$ cat config.mk
export PLATFORM = sky130hd
export DESIGN_NAME = mem_lsu
export DESIGN_NICKNAME = d
export VERILOG_FILES = /design/src/rtl/lsu_pkg.sv /design/src/rtl/mem_lsu_ext.sv /design/src/rtl/mem_lsu.sv
export SDC_FILE = /design/constraint.sdc
export NUM_CORES = 1
export LEC_CHECK = 0
export CORE_MARGIN = 5
export CORE_UTILIZATION = 52
export CTS_CLUSTER_DIAMETER = 50
export DETAILED_ROUTE_END_ITERATION = 10
export GPL_ROUTABILITY_DRIVEN = 1
export PLACE_DENSITY = 0.84
export SETUP_SLACK_MARGIN = 0.1
export SLEW_MARGIN = 20
export SYNTH_ARGS = -nofsm -noshare
export SYNTH_HDL_FRONTEND = slang
export SYNTH_SLANG_ARGS = --single-unit
$ cat constraint.sdc
create_clock -name clk -period 4.67 [get_ports clk]
set_clock_uncertainty 0.2 [all_clocks]
set_input_delay 0.934 -clock clk [delete_from_list [all_inputs] [get_ports clk]]
set_output_delay 0.934 -clock clk [all_outputs]
set_load 0.01 [all_outputs]
$ cat src/rtl/lsu_pkg.sv
// Shared definitions for the MEM-stage load/store unit: funct3 codes, FSM states, size decode.
// Latency: n/a (declarations only). Backpressure: n/a.
// Imported by mem_lsu and mem_lsu_ext.
package lsu_pkg;

    localparam logic [2:0] LB  = 3'b000;
    localparam logic [2:0] LH  = 3'b001;
    localparam logic [2:0] LW  = 3'b010;
    localparam logic [2:0] LBU = 3'b100;
    localparam logic [2:0] LHU = 3'b101;

    localparam logic [2:0] SB  = 3'b000;
    localparam logic [2:0] SH  = 3'b001;
    localparam logic [2:0] SW  = 3'b010;

    typedef enum logic [2:0] {
        IDLE,
        WRITE,
        READ,
        DRAIN,
        RESP
    } lsu_state_e;

    // Byte count of an access from funct3[1:0]; 11 is illegal and never reaches a beat.
    function automatic logic [2:0] lsu_size(input logic [1:0] size_code);
        case (size_code)
            2'b00:   return 3'd1;
            2'b01:   return 3'd2;
            default: return 3'd4;
        endcase
    endfunction

endpackage

$ cat src/rtl/mem_lsu_ext.sv
// Load-data extension: picks B/H/W from captured bytes and sign- or zero-extends to 32 bits.
// Latency: combinational. Backpressure: none.
// Unknown funct3 yields 0.
module mem_lsu_ext
    import lsu_pkg::*;
(
    input  logic [31:0] cap_bytes,
    input  logic [2:0]  funct3,
    output logic [31:0] data
);

    always_comb begin
        data = 32'h0;
        case (funct3)
            LB:      data = {{24{cap_bytes[7]}},  cap_bytes[7:0]};
            LH:      data = {{16{cap_bytes[15]}}, cap_bytes[15:0]};
            LW:      data = cap_bytes;
            LBU:     data = {24'h0, cap_bytes[7:0]};
            LHU:     data = {16'h0, cap_bytes[15:0]};
            default: data = 32'h0;
        endcase
    end

endmodule

$ cat src/rtl/mem_lsu.sv
// RV32I MEM-stage load/store unit: serialises B/H/W accesses onto an 8-bit DMEM port.
// Latency: store N+1, load N+2, error 1 cycle after acceptance (N = bytes).
// Backpressure: req_ready only in IDLE; busy covers acceptance..rsp; no rsp backpressure. Option: LSU_MISALIGN_TRAP_EN.
module mem_lsu
    import lsu_pkg::*;
#(
    parameter int A_WIDTH = 8
)
(
    input  logic               clk,
    input  logic               rst,

    input  logic               req_valid,
    output logic               req_ready,
    input  logic               req_we,
    input  logic [2:0]         req_funct3,
    input  logic [31:0]        req_addr,
    input  logic [31:0]        req_wdata,

    output logic               rsp_valid,
    output logic [31:0]        rsp_rdata,
    output logic               rsp_err,
    output logic               busy,

    output logic               dmem_cs,
    output logic               dmem_wen_ren,
    output logic [A_WIDTH-1:0] dmem_addr,
    output logic [7:0]         dmem_wdata,
    input  logic [7:0]         dmem_rdata
);

    lsu_state_e   state;
    logic [1:0]   cnt;
    logic [2:0]   size_q;
    logic [2:0]   f3_q;
    logic         we_q;
    logic [31:0]  wdata_q;
    logic [31:0]  cap_q;

    logic [2:0]   req_size;
    logic         req_bad;
    logic         last_beat;
    logic [1:0]   cnt_nxt;
    logic [1:0]   cnt_prv;
    logic [31:0]  ext_data;
    logic         unused_addr_hi;

    assign unused_addr_hi = ^req_addr[31:A_WIDTH];

    assign req_ready = (state == IDLE);
    assign busy      = (state != IDLE);

    assign cnt_nxt   = cnt + 2'd1;
    assign cnt_prv   = cnt - 2'd1;
    assign last_beat = ({1'b0, cnt} == (size_q - 3'd1));

    always_comb begin
        req_size = lsu_size(req_funct3[1:0]);
        if (req_we) begin
            req_bad = !(req_funct3 inside {SB, SH, SW});
        end else begin
            req_bad = !(req_funct3 inside {LB, LH, LW, LBU, LHU});
        end
`ifdef LSU_MISALIGN_TRAP_EN
        if ((req_size == 3'd2 && req_addr[0]) ||
            (req_size == 3'd4 && req_addr[1:0] != 2'b00)) begin
            req_bad = 1'b1;
        end
`endif
    end

    mem_lsu_ext u_ext (
        .cap_bytes (cap_q),
        .funct3    (f3_q),
        .data      (ext_data)
    );

    // Load data is only presented on a clean load completion.
    assign rsp_rdata = (rsp_valid && !rsp_err && !we_q) ? ext_data : 32'h0;

    always_ff @(posedge clk) begin
        if (rst) begin
            state        <= IDLE;
            cnt          <= 2'd0;
            size_q       <= 3'd0;
            f3_q         <= 3'd0;
            we_q         <= 1'b0;
            wdata_q      <= 32'h0;
            cap_q        <= 32'h0;
            dmem_cs      <= 1'b0;
            dmem_wen_ren <= 1'b0;
            dmem_addr    <= '0;
            dmem_wdata   <= 8'h0;
            rsp_valid    <= 1'b0;
            rsp_err      <= 1'b0;
        end else begin
            case (state)
                IDLE: begin
                    if (req_valid) begin
                        f3_q    <= req_funct3;
                        we_q    <= req_we;
                        wdata_q <= req_wdata;
                        size_q  <= req_size;
                        cnt     <= 2'd0;
                        cap_q   <= 32'h0;
                        if (req_bad) begin
                            state     <= RESP;
                            rsp_valid <= 1'b1;
                            rsp_err   <= 1'b1;
                        end else begin
                            state        <= req_we ? WRITE : READ;
                            dmem_cs      <= 1'b1;
                            dmem_wen_ren <= req_we;
                            dmem_addr    <= req_addr[A_WIDTH-1:0];
                            dmem_wdata   <= req_we ? req_wdata[7:0] : 8'h0;
                        end
                    end
                end

                WRITE: begin
                    if (last_beat) begin
                        state        <= RESP;
                        dmem_cs      <= 1'b0;
                        dmem_wen_ren <= 1'b0;
                        dmem_addr    <= '0;
                        dmem_wdata   <= 8'h0;
                        rsp_valid    <= 1'b1;
                    end else begin
                        cnt        <= cnt_nxt;
                        dmem_addr  <= dmem_addr + A_WIDTH'(1);
                        dmem_wdata <= wdata_q[{cnt_nxt, 3'b000} +: 8];
                    end
                end

                READ: begin
                    // DMEM returns a byte one cycle after its read beat.
                    if (cnt != 2'd0) begin
                        cap_q[{cnt_prv, 3'b000} +: 8] <= dmem_rdata;
                    end
                    if (last_beat) begin
                        state     <= DRAIN;
                        dmem_cs   <= 1'b0;
                        dmem_addr <= '0;
                    end else begin
                        cnt       <= cnt_nxt;
                        dmem_addr <= dmem_addr + A_WIDTH'(1);
                    end
                end

                DRAIN: begin
                    cap_q[{cnt, 3'b000} +: 8] <= dmem_rdata;
                    state     <= RESP;
                    rsp_valid <= 1'b1;
                end

                RESP: begin
                    state     <= IDLE;
                    rsp_valid <= 1'b0;
                    rsp_err   <= 1'b0;
                end

                default: state <= IDLE;
            endcase
        end
    end

endmodule

==> summary.md <==
| Metric | Value |
|---|---|
| Syn Nets | approximately 750 |
| Maximum vdd drop | 182 µV |
| Max-Cap Viols | 0 |
| # diodes | 0 |
| CTS tree | built |
| Clock-pin slew on the worst setup and hold paths | about 0.1 ns |
| DR vias | roughly 5400 |
| Core Area | 9860 µm² |
| Worst path slowest cell | clkdlybuf4s50_1 |
| PortBufs | between 100 and 150 |
| PwrDens | 305 nW/µm² |
| Final min period | approximately 3.8 ns |
| Wirelength per Cell | 17.6 µm |
| Ys Warns | 0 |
| Internal power | about 1300 µW |
| Initial Utilization | 0.536 |
| Share of the core filled with cells | 0.665 |
| Drt pass-1 iters | 5 |
| Pre-CTS setup slack | about 1.2 ns |
| Number of flops mapped to enable cells by yosys | 0 |
| Worst path top cell family by delay | simple AND/OR/NAND/NOR gates |
| Synthesized flop and latch total | 96 |
| Final Setup Violations | 0 |
| Dominant synthesized flop cell | dfxtp_1 |
| Fin. Hold Viols | 0 |
| Worst path max stage delay | 0.59 ns |
| Htree depth | 3 |
| Largest family of logic cells by synthesized area | compound AO/OA/AOI/OAI gates |
| Vias in the first global route | between 5000 and 6000 |
| Die area | about 12000 µm² |
| Routed Antenna Nets | 0 |
| Switching pwr | about 660 µW |
| Crit path cell chain | nor2_1 > and2_1 > nand2_1 > a21oi_1 > clkdlybuf4s50_1 |
| Crit share post-route | 0.805 |
| Tot GR Track Use | 0.247 |
| First-pass GRT wire length | 25800 µm |
| Sequential Power Share | 0.467 |
| Adder and majority gate portion of the synthesized area | 0.0189 |
| Post-synthesis mux area share | 0.0378 |
| Hold buffers post-CTS | 0 |
| Clock Tree Buf Depth | 2 |
| DIE WIDTH | between 100 and 150 µm |
| Gate Count Post-Synth | 664 |
| Worst-path fanout max | 16 |
| Syn avg cell area | between 7 and 8 µm² |
| Fillers | around 810 |
| Slew Limit Fails | 0 |
| Routed WL | 15400 µm |
| Clock share of power | 0.285 |
| Syn Std Cell Area | roughly 5300 µm² |
| Worst slew pin tran | roughly 1.1 ns |
| Die height | approximately 110 µm |
| Design area | approximately 6600 µm² |
| Logic gate share of total power | 0.249 |
| Resize count post-CTS | 0 |
| Distinct cells, synth | 65 |
| I/O pin count | between 100 and 150 |
| Worst-Skew Late Latency | about 0.37 ns |
| CTS root buffer | clkbuf_8 |
| Min-delay worst type | flip-flop to flip-flop |
| Nets | 822 |
| Worst EP arrival | roughly 2.6 ns |
| DRC Markers | 0 |
| Outcome | complete, no violations |
| Seq/Total Area, Yosys | 0.363 |
| Antenna violations before repair | 0 |
| Sink Count | between 90 and 100 |
| Largest net degree at the start of global routing | 41 |
| Setup crit start kind | flip-flop |
| GPL Wtd Cong | 0.915 |
| P&R area growth vs syn | 24.0% |
| Buf/Inv on CP | 1 |
| Final worst slack | a little over 0.9 ns |
| Share of layout cells above drive strength 1 | 0.0676 |
| Post-detail-place hpwl | ~11000 µm |
| Pleak | between 0.002 and 0.0025 µW |
| Rel. slew slack | 0.295 |
| Post-Synth Simple-Gate Area | 0.199 |
| CTS buffer count | 9 |
| Sw Ratio | 0.328 |
| Setup crit end kind | output pin |
| DR iter-0 viols | 540 |
| Placed Area | between 6000 and 7000 µm² |
| Synth Area in XOR/XNOR | 0.00828 |
| Maximum operating frequency | 0.266 GHz |
| Vias per inst | roughly 6.2 |
| CP required | between 3 and 4 ns |
| Post-CTS setup buffers | 0 |
| Synth Area in Compound Gates | 0.300 |
| TNS Setup | 0 ns |
| Core Rows | 36 |
| RSZ-0062 raised after global routing | no |
| Ys async rst share | 0 |
| Grt ovf | 0 |
| WS Path Type | flip-flop to output pin |
## synth_stat cells (3+ instances only)
| library cell | n | area (µm²) |
|---|---|---|
| a211oi_1 | 19 | 143 |
| a21oi_1 | 87 | 435 |
| a221o_1 | 7 | 70.1 |
| a22o_1 | 7 | 61.3 |
| a22oi_1 | 17 | 128 |
| a2bb2oi_1 | 24 | 210 |
| a311oi_1 | 4 | 35.0 |
| a31oi_1 | 9 | 56.3 |
| and3_1 | 8 | 50.1 |
| buf_2 | 20 | 100 |
| buf_4 | 3 | 22.5 |
| clkbuf_1 | 33 | 124 |
| dfxtp_1 | 96 | 1920 |
| ha_1 | 8 | 100 |
| inv_1 | 32 | 120 |
| mux4_2 | 8 | 180 |
| nand2_1 | 119 | 447 |
| nand2b_1 | 5 | 31.3 |
| nand3_1 | 7 | 35.0 |
| nand3b_1 | 4 | 30.0 |
| nand4_1 | 19 | 119 |
| nor2_1 | 26 | 97.6 |
| nor2b_1 | 3 | 18.8 |
| nor3_1 | 4 | 20.0 |
| o21a_1 | 5 | 37.5 |
| o21ai_0 | 24 | 120 |
| o22ai_1 | 3 | 18.8 |
| o31ai_1 | 9 | 67.6 |
| or3_1 | 3 | 18.8 |
| or3b_1 | 3 | 26.3 |
| xnor2_1 | 3 | 26.3 |
## stage by stage
step	hold slack (ns)	std cells	power, µW
after floorplan	0.232	664	1270
after global placement	0.240	857	1420
after detailed placement	0.244	857	1440
after CTS	0.259	873	2000
after global routing	0.286	873	2100
final	0.260	873	2000
## sequential cells by signal, summed over array words and instances (netlist names)
register / flops
dmem_wen_ren: 1
wdata_q: 32
state: 3
dmem_wdata: 8
dmem_addr: 8
f3_q: 3
size_q: 3
rsp_err: 1
cap_q: 32
we_q: 1
rsp_valid: 1
dmem_cs: 1
cnt: 2
## power groups by stage
stage	logic [µW]	clock network [µW]	registers, µW
2_1_floorplan	339	0	933
3_3_place_gp	471	0	949
3_5_place_dp	489	0	952
4_1_cts	492	572	933
5_1_grt	547	609	945
6_report	498	570	935
## cell families after synthesis
group           Yosys count
simple gates            218
buf+inv                  91
compound gates          236
mux                      10
fa+ha+maj                 8
flops                    96
xor+xnor                  5
## cell type report
cell class	count	area, µm²	area share
Tap cell	133	166	0.0254
Sequential cell	96	1920	0.293
Clock inverter	7	76.3	0.0116
Multi-Input combinational cell	477	3000	0.457
Clock buffer	9	124	0.0189
Timing Repair Buffer	118	1150	0.175
Inverter	33	124	0.0189
## worst min-delay path: stages (launching register included)
cell	delay, ns
dfxtp_1	0.32
nand2_1	0.05
a21oi_1	0.05
## cells in the final DEF, fill, tap and decap left out, types with 3 or more instances in the layout
cell type	n
nand2_1	119
clkdlybuf4s50_1	107
dfxtp_1	96
a21oi_1	87
inv_1	32
nor2_1	26
o21ai_0	24
a2bb2oi_1	24
nand4_1	19
a211oi_1	19
a22oi_1	17
buf_4	10
o31ai_1	9
a31oi_1	9
clkbuf_8	9
and3_1	8
mux4_2	8
ha_1	8
nand3_1	7
a221o_1	7
a22o_1	7
nand2b_1	5
o21a_1	5
nand3b_1	4
nor3_1	4
or3_1	3
nor2b_1	3
or3b_1	3
xnor2_1	3
a311oi_1	3
o22ai_1	3
## metal layers
metal	track usage	routed length (µm)	vias to the layer above
met5	0	0	-
met4	0.0887	395	0
met3	0.0480	1300	33
met2	0.420	7460	265
met1	0.311	6220	2567
li1	-	-	2571
## worst paths after layout
check	start	end	slack [ns]	depth (start not counted)
max	f3_q[0]	rsp_rdata[29]	0.91	5
min	size_q[1]	size_q[1]	0.26	2
max reg2reg	cnt[0]	cap_q[31]	1.73	8
min reg2reg	size_q[1]	size_q[1]	0.26	2
Note: power is estimated with default switching activity, not from simulation.
